## config.mk

```make
export PLATFORM = sky130hd
export DESIGN_NAME = serial_subtract_ctrl
export DESIGN_NICKNAME = d
export VERILOG_FILES = /design/src/rtl/serial_subtract_ctrl_pkg.sv /design/src/rtl/serial_subtract_ctrl_bit_sub_cell.sv /design/src/rtl/serial_subtract_ctrl.sv
export SDC_FILE = /design/constraint.sdc
export NUM_CORES = 1
export LEC_CHECK = 0
export BUFFER_PORTS_ARGS = -buffer_cell sky130_fd_sc_hd__buf_2
export CORE_ASPECT_RATIO = 0.6
export CORE_MARGIN = 1
export CORE_UTILIZATION = 53
export DETAILED_ROUTE_END_ITERATION = 16
export HOLD_SLACK_MARGIN = 0.1
export PLACE_DENSITY_LB_ADDON = 0.3
export SYNTH_ARGS = -nofsm -noshare
export SYNTH_HDL_FRONTEND = slang
export SYNTH_SLANG_ARGS = --single-unit
```

## constraint.sdc

```tcl
create_clock -name clk -period 1.9 [get_ports clk]
set_clock_uncertainty 0.15 [all_clocks]
set_input_delay 0.38 -clock clk [delete_from_list [all_inputs] [get_ports clk]]
set_output_delay 0.38 -clock clk [all_outputs]
set_load 0.005 [all_outputs]
```

## src/rtl/serial_subtract_ctrl_pkg.sv

```systemverilog
// Shared definitions for the bit-serial arithmetic controllers: FSM state encodings
// and the legal operand-width range.
package serial_subtract_ctrl_pkg;

    typedef enum logic [1:0] {
        IDLE  = 2'd0,
        SHIFT = 2'd1,
        DONE  = 2'd2
    } ser_state_t;

    localparam int MIN_WIDTH = 2;
    localparam int MAX_WIDTH = 32;

    function automatic bit width_ok(input int w);
        return (w >= MIN_WIDTH) && (w <= MAX_WIDTH);
    endfunction

endpackage

```

## src/rtl/serial_subtract_ctrl_bit_sub_cell.sv

```systemverilog
// Combinational 1-bit full subtractor: x - y - bin -> {bout, d}.
module bit_sub_cell (
    input  logic x,
    input  logic y,
    input  logic bin,
    output logic d,
    output logic bout
);

    assign d    = x ^ y ^ bin;
    assign bout = (~x & y) | (~(x ^ y) & bin);

endmodule

```

## src/rtl/serial_subtract_ctrl.sv

```systemverilog
// Bit-serial WIDTH-bit subtractor controller: one full-subtractor cell stepped LSB first,
// start/busy/done handshake, registered diff/bout/zero held until the next result.
module serial_subtract_ctrl
    import serial_subtract_ctrl_pkg::*;
#(
    parameter int WIDTH = 8
) (
    input  logic             clk,
    input  logic             rst,
    input  logic             start,
    input  logic [WIDTH-1:0] a,
    input  logic [WIDTH-1:0] b,
    output logic             busy,
    output logic             done,
    output logic [WIDTH-1:0] diff,
    output logic             bout,
    output logic             zero
);

    localparam int CW = $clog2(WIDTH);
    localparam logic [CW-1:0] LAST = CW'(WIDTH - 1);

    if (!width_ok(WIDTH)) begin : g_bad_width
        $error("serial_subtract_ctrl: WIDTH out of range");
    end

    ser_state_t       state;
    logic [WIDTH-1:0] a_sr;
    logic [WIDTH-1:0] b_sr;
    logic [WIDTH-1:0] res_sr;
    logic             borrow_r;
    logic [CW-1:0]    cnt;
    logic             cell_d;
    logic             cell_br;
    logic [WIDTH-1:0] res_next;

    bit_sub_cell u_cell (
        .x    (a_sr[0]),
        .y    (b_sr[0]),
        .bin  (borrow_r),
        .d    (cell_d),
        .bout (cell_br)
    );

    // Result bits enter at the MSB so the LSB lands in bit 0 after WIDTH shifts.
    assign res_next = {cell_d, res_sr[WIDTH-1:1]};

    always_ff @(posedge clk) begin
        if (rst) begin
            state    <= IDLE;
            busy     <= 1'b0;
            done     <= 1'b0;
            diff     <= '0;
            bout     <= 1'b0;
            zero     <= 1'b0;
            a_sr     <= '0;
            b_sr     <= '0;
            res_sr   <= '0;
            borrow_r <= 1'b0;
            cnt      <= '0;
        end else begin
            done <= 1'b0;
            case (state)
                IDLE, DONE: begin
                    if (start) begin
                        a_sr     <= a;
                        b_sr     <= b;
                        borrow_r <= 1'b0;
                        cnt      <= '0;
                        busy     <= 1'b1;
                        state    <= SHIFT;
                    end else begin
                        state <= IDLE;
                    end
                end
                SHIFT: begin
                    a_sr     <= a_sr >> 1;
                    b_sr     <= b_sr >> 1;
                    res_sr   <= res_next;
                    borrow_r <= cell_br;
                    cnt      <= cnt + 1'b1;
                    // Last bit: publish the result straight from the cell outputs.
                    if (cnt == LAST) begin
                        state <= DONE;
                        busy  <= 1'b0;
                        done  <= 1'b1;
                        diff  <= res_next;
                        bout  <= cell_br;
                        zero  <= (res_next == '0);
                    end
                end
                default: begin
                    state <= IDLE;
                    busy  <= 1'b0;
                end
            endcase
        end
    end

endmodule

```

==> results.txt, run 1 <==
Syn_area_per_cell: 8.16 um^2
Final worst slack: 0.290 ns
TNS Setup: 0 ns
Leading area contributor after synthesis: dfxtp_1
Ratio of cells with drive above 1 in the final layout: 0.200
CTS Hold Buffers Added: 0
#FFs+latches synth: 41
Post-cts resize count: 0
P_int: 1.23 mW
Startpoint Class: register
Number of core rows: 15
CTS sink cnt: 41
Crit Path Class: reg2reg
Fraction of registers with async set/reset: 0
Post-place instance area: 1810 um^2
H-tree Lvls: 2
R2R Path Start: cnt[0]
Tightest Pin Transition: 0.441 ns
Vias in the first global route: 1151
Max-capacitance violation count: 0
Die Span Y: 45.2 um
Hold slack: 0.179 ns
Hold EP: b_sr[7]
Port Buffer Count: 30
Netlist Area Pre-Place: 1650 um^2
VDD IR max: 0.000530 V
First-pass GRT wire length: 5070 um
Clock power frac: 0.325
Largest net degree at the start of global routing: 28
Slew headroom: 0.705
Clock transition at path regs: 0.08 ns
Post-CTS setup buffers: 0
Die X: 74.0 um
Routed len/inst: 11.2 um
Count leader, synth: nand2_1
FF-to-FF path depth: 5
PD cells: 865 nW/um^2
Register area share after synthesis: 0.498
Full die area: 3340 um^2
HPWL after DPL: 2150 um
Starting density of the core: 0.566
GRT Total Usage: 0.205
Reg2reg setup slack: 0.29 ns
Area delta synth->final: 15.0%
Most common flop cell mapped by yosys: dfxtp_1
Mapped Cells: 202
Drt via density: 5.03
Sw Ratio: 0.249
Tmin final: 1.61 ns
Status: finished clean
Final period utilization: 0.847
I/O pins: 31
Most frequent cells after synthesis: 63 x nand2_1, 41 x dfxtp_1, 23 x a21oi_1
Root Buffer: clkbuf_8
Core Util, Final: 0.652
Arrival time at the worst endpoint: 1.66 ns
WP data required: 1.95 ns
CTS tree: yes
Reg power frac: 0.564
RSZ-0062 raised after global routing: no
DR pass1 iterations: 4
Final Setup Violations: 0
Final wirelength: 3060 um
Total core area: 2910 um^2
Worst R2R End: bout
Synth top area share: 0.498
Nets@finish: 251
GP Congestion: 0.741
N_diodes: 0
Via count: 1368
Layout fillers: 273
Leakage power: 0.768 nW
CP Capture Type: register
Final Max Slew Viols: 0
Antenna violations before repair: 0
Post-Place Setup Slack: 0.313 ns
Hold Crit Depth: 3
Net Count, Synth: 224
Yosys cell types: 25
GRT overflow: 0
Hold wc startpoint: b[7]
Max Freq: 621 MHz
Combinational power share: 0.111
DRC Markers: 0
Post-synth EDFFs: 0
Top fanout value on the critical path: 11
DRT iter0 DRCs: 47
Clk Latency, worst-skew pair: 0.29 ns
Fin area: 1900 um^2
CTS buffer count: 5
Worst-case clock buffer depth: 2
Hold crit path type: in2reg
Total net switching power: 408 uW
Ys Warns: 0
Final hold viol count: 0
Synth area leaders: dfxtp_1 50%, nand2_1 14%, a311oi_1 7.4%, a21oi_1 7.0%, nor2_1 4.3%
Antenna Violating Nets Remaining: 0
[metal layers]
layer / vias up / global-route usage / routed length, um
met1: 611 / 0.280 / 1640
met4: 0 / 0.0692 / 14
met2: 24 / 0.307 / 1290
met5: - / 0 / 0
met3: 2 / 0.0670 / 116
li1: 731 / - / -
[power groups by stage]
| stage | Sequential, mW | Combinational (mW) | Clock [mW] |
|---|---|---|---|
| after CTS | 0.925 | 0.182 | 0.551 |
| after floorplan | 0.938 | 0.139 | 0 |
| after global placement | 0.944 | 0.179 | 0 |
| final | 0.925 | 0.181 | 0.533 |
| after global routing | 0.931 | 0.205 | 0.593 |
| after detailed placement | 0.945 | 0.181 | 0 |
[sequential cells by signal, indices dropped and copies added, names as in the netlist]
| signal | cells |
|---|---|
| bout | 1 |
| busy | 1 |
| borrow_r | 1 |
| state | 2 |
| diff | 8 |
| a_sr | 8 |
| cnt | 3 |
| zero | 1 |
| b_sr | 8 |
| res_sr | 7 |
| done | 1 |
[worst max-delay path, cell delays in order, from the launching register on]
cell and delay (ns):
dfxtp_1 0.34, ha_1 0.15, ha_1 0.18, and3b_1 0.41, nor2_1 0.08, a211oi_1 0.22
[worst max path at each step]
| stage | to | from | slack [ns] |
|---|---|---|---|
| after floorplan | diff[0] | cnt[0] | 0.43 |
| after global placement | zero | b_sr[0] | 0.34 |
| after detailed placement | bout | cnt[0] | 0.31 |
| after CTS | bout | cnt[0] | 0.28 |
| after global routing | bout | cnt[0] | 0.14 |
| final | bout | cnt[0] | 0.29 |
[logic make-up (layout without fill, tap and decap cells)]
logic type | Yosys count | count (layout) | share of synthesized area
AND/OR/NAND/NOR | 99 | 99 | 0.251
buffers and inverters | 19 | 47 | 0.0668
adder cells (fa/ha/maj) | 3 | 3 | 0.0273
flip-flops | 41 | 41 | 0.498
AO/OA/AOI/OAI | 40 | 40 | 0.156
[cells in the final DEF, fill, tap and decap left out]
cell type,count
nand2_1,63
dfxtp_1,41
buf_2,30
a21oi_1,23
nor2_1,19
a311oi_1,14
nand3_1,7
buf_4,6
clkbuf_8,5
nand2b_1,3
inv_1,2
nor4_1,2
ha_1,2
clkinv_2,2
and3b_1,1
nand3b_1,1
nor2b_2,1
or2b_2,1
nor2b_1,1
o21a_1,1
o21ai_0,1
a211oi_1,1
fa_1,1
clkbuf_1,1
buf_12,1
[cell type report]
cell class | instances | area [um^2] | area share
Timing Repair Buffer | 37 | 215 | 0.114
Inverter | 2 | 7.51 | 0.00396
Tap cell | 42 | 52.6 | 0.0277
Clock inverter | 2 | 10.0 | 0.00528
Clock buffer | 6 | 72.6 | 0.0383
Sequential cell | 41 | 821 | 0.433
Multi-Input combinational cell | 142 | 717 | 0.378
[metrics by stage]
stage | instances | power (mW)
floorplan | 202 | 1.08
global placement | 264 | 1.12
detailed placement | 264 | 1.13
CTS | 272 | 1.66
global route | 272 | 1.73
finish | 272 | 1.64
No activity file was read; power rests on OpenSTA's default activity.
==> inputs of run 2 (changes only) <==
Settings changed: ABC_AREA set to 1, CORE_UTILIZATION 53 to 54.
Clock period 1.9 ns to 1.6 ns, I/O delays scaled along.
==> run 2 against run 1 <==
Effect of this change:
- final area grew 7.1%
- critical path depth grew 2
- non-clock buffer count is the same
- global-route usage grew 1.7 points
- via count grew 13%
- power grew 27%
- worst setup slack lost 0.17 ns
- area after synthesis grew 5.4%
- critical endpoint is now zero
- largest cell class unchanged
- highest routed layer unchanged
==> results.txt, run 2 <==
Top fanout value on the critical path: 3 (-8)
Most frequent cells in the layout: 40 x dfxtp_1, 37 x nand3_1, 36 x nor2_1
Yosys cell types: 18 (-28%)
Netlist Area Pre-Place: 1740 um^2 (+5.4%)
DR pass1 iterations: 4 (unchanged)
Crit path top cell by count: nor2_1
Largest net degree at the start of global routing: 38 (+36%)
DRT iter0 DRCs: 115 (+140%)
Slew headroom: 0.738 (+0.0329)
Synth area leaders: dfxtp_1 47%, nand3_1 11%, nor2_1 7.8%, nand2_1 6.1%, inv_1 5.8%
M1 GR Usage: 0.337 (+0.0575)
WP data required: 1.69 ns (-0.26 ns)
Via count: 1552 (+13%)
Largest regs: a_sr: 8 flops, b_sr: 8 flops, diff: 8 flops
Final wirelength: 3610 um (+18%)
Non-filler cells in the finished layout: 308 (+13%)
Final hold viol count: 0 (unchanged)
M2 GR Usage: 0.295 (-0.0118)
Most common flop cell mapped by yosys: dfxtp_1
Synth top area share: 0.473 (-0.0255)
Core Util, Final: 0.685 (+0.0332)
Fin area: 2030 um^2 (+7.1%)
DRC Markers: 0 (unchanged)
Slowest stage cell on the critical path: fa_1
Die X: 75.2 um (+1.7%)
Ratio of cells with drive above 1 in the final layout: 0.192 (-0.00827)
Syn_area_per_cell: 7.39 um^2 (-9.4%)
Net Count, Synth: 257 (+15%)
Startpoint Class: register
Worst-case clock buffer depth: 2 (unchanged)
Mapped Cells: 235 (+16%)
Most frequent cells after synthesis: 41 x dfxtp_1, 37 x nand3_1, 36 x nor2_1
Met3 Usage GRT: 0.0619 (-0.00502)
Drt via density: 5.04 (+0.19%)
CTS buffer count: 5 (unchanged)
Max-capacitance violation count: 0 (unchanged)
PD cells: 1030 nW/um^2 (+19%)
Post-place instance area: 1940 um^2 (+7.0%)
CTS tree: yes
GRT overflow: 0 (unchanged)
CP Capture Type: register
TNS Setup: 0 ns (unchanged)
Post-synth EDFFs: 0 (unchanged)
#FFs+latches synth: 41 (unchanged)
CP peak stage delay: 0.51 ns (+0.10 ns)
I/O pins: 31 (unchanged)
Starting density of the core: 0.586 (+0.0192)
Final Max Slew Viols: 0 (unchanged)
Most common cell after layout, fill and taps aside: dfxtp_1
Tmin final: 1.48 ns (-0.127 ns)
Area delta synth->final: 16.9%
CP cell instances: inv_2, fa_1, nor2_1, nand2_1, nor2_1, nor2_1, nor2_1
CTS Hold Buffers Added: 0 (unchanged)
Full die area: 3450 um^2 (+3.3%)
First-pass GRT wire length: 5460 um (+7.7%)
Clk Latency, worst-skew pair: 0.29 ns (about the same)
RSZ-0062 raised after global routing: yes
FF/Latch Area: 822 um^2 (+0.15%)
Clock transition at path regs: 0.08 ns (about the same)
Fraction of registers with async set/reset: 0 (unchanged)
Port Buffer Count: 30 (unchanged)
Register area share after synthesis: 0.473 (-0.0255)
# placed instances: 300 (+14%)
GRT Total Usage: 0.222 (+0.0172)
Crit Path Class: reg2reg
H-tree Lvls: 2 (unchanged)
Count leader, synth: dfxtp_1
Leading area contributor after synthesis: dfxtp_1
N_diodes: 0 (unchanged)
Vias in the first global route: 1188 (+3.2%)
HPWL after DPL: 2440 um (+14%)
Ys Warns: 0 (unchanged)
Arrival time at the worst endpoint: 1.57 ns (-0.09 ns)
Layout fillers: 254 (-7.0%)
Leakage power: 0.957 nW (+25%)
Die Span Y: 45.9 um (+1.6%)
Hold crit path type: in2reg
Busiest grt layer: met1
Number of core rows: 15 (unchanged)
Area taken by multi-input logic gates: 732 um^2 (+2.1%)
Routed len/inst: 11.7 um (+4.2%)
Status: finished clean
Root Buffer: clkbuf_8
Antenna Violating Nets Remaining: 0 (unchanged)
Antenna violations before repair: 0 (unchanged)
Nets@finish: 287 (+14%)
Final Setup Violations: 0 (unchanged)
Tightest Pin Transition: 0.392 ns (-0.0490 ns)
Final period utilization: 0.927 (+0.0795)
VDD IR max: 0.000617 V (+17%)
CTS sink cnt: 41 (unchanged)
Final worst slack: 0.117 ns (-0.173 ns)
GP Congestion: 0.805 (+8.7%)
Max Freq: 674 MHz (+8.6%)
Post-Place Setup Slack: 0.0798 ns (-0.233 ns)
Total core area: 2970 um^2 (+1.9%)
-- run 2: cell types whose count changed after synthesis, moves of 5 or more --
cell / change
nand2_1: -35
inv_1: +25
nor3_1: +14
nand3_1: +30
o21ai_0: +16
a311oi_1: -14
a21oi_1: -11
clkbuf_1: -5
nor2_1: +17
-- run 2: metal layers --
metal  part of all wire  vias up
met5                  0        -
met4              0.013        0
met3              0.067        6
met2               0.40       53
met1               0.52      679
li1                   -      814
-- run 2: cell type report --
cell class | count | share of cell area
Tap cell | 42 | 0.0259
Clock inverter | 2 | 0.00493
Clock buffer | 6 | 0.0357
Inverter | 27 | 0.0499
Timing Repair Buffer | 37 | 0.118
Multi-Input combinational cell | 153 | 0.360
Sequential cell | 41 | 0.405
-- run 2: report_power, final --
| part | internal [mW] | total, mW | switching, mW |
|---|---|---|---|
| clock network | 0.302 | 0.649 | 0.347 |
| registers | 1.09 | 1.12 | 0.0319 |
| logic | 0.132 | 0.323 | 0.191 |
| total | 1.52 | 2.09 | 0.570 |
-- run 2: cell families (layout without fill, tap and decap cells) --
kind of cell / after synthesis / in the layout / synth area share
flip-flops: 41 / 41 / 0.473
AND/OR/NAND/NOR: 121 / 121 / 0.308
AO/OA/AOI/OAI: 29 / 29 / 0.0836
buffers and inverters: 41 / 72 / 0.110
adder cells (fa/ha/maj): 3 / 3 / 0.0259
-- run 2: critical path, delay by kind of cell (launching register included) --
| kind | cells | cell delay [ns] |
|---|---|---|
| adder cells (fa/ha/maj) | 1 | 0.51 |
| buffers and inverters | 1 | 0.04 |
| flip-flops | 1 | 0.34 |
| AND/OR/NAND/NOR | 5 | 0.40 |
-- run 2: final timing paths --
| check | cells after the start | from | endpoint | slack [ns] |
|---|---|---|---|---|
| worst max-delay path | 7 | borrow_r | zero | 0.12 |
| worst min-delay path | 3 | b[6] | b_sr[6] | 0.11 |
| worst max register to register | 7 | borrow_r | zero | 0.12 |
| worst min register to register | 1 | cnt[0] | cnt[0] | 0.31 |
-- run 2: per-stage QoR --
step	hold slack (ns)	total power [mW]
5_1_grt	0.120	2.20
4_1_cts	0.102	2.10
3_3_place_gp	0.292	1.46
2_1_floorplan	0.239	1.37
6_report	0.108	2.09
3_5_place_dp	0.299	1.46
-- run 2: repair_timing --
action / 4_1_cts / 5_1_grt
buffers inserted: 0 / 0
resized for setup: 0 / 4
setup endpoints to repair: 0 / 6
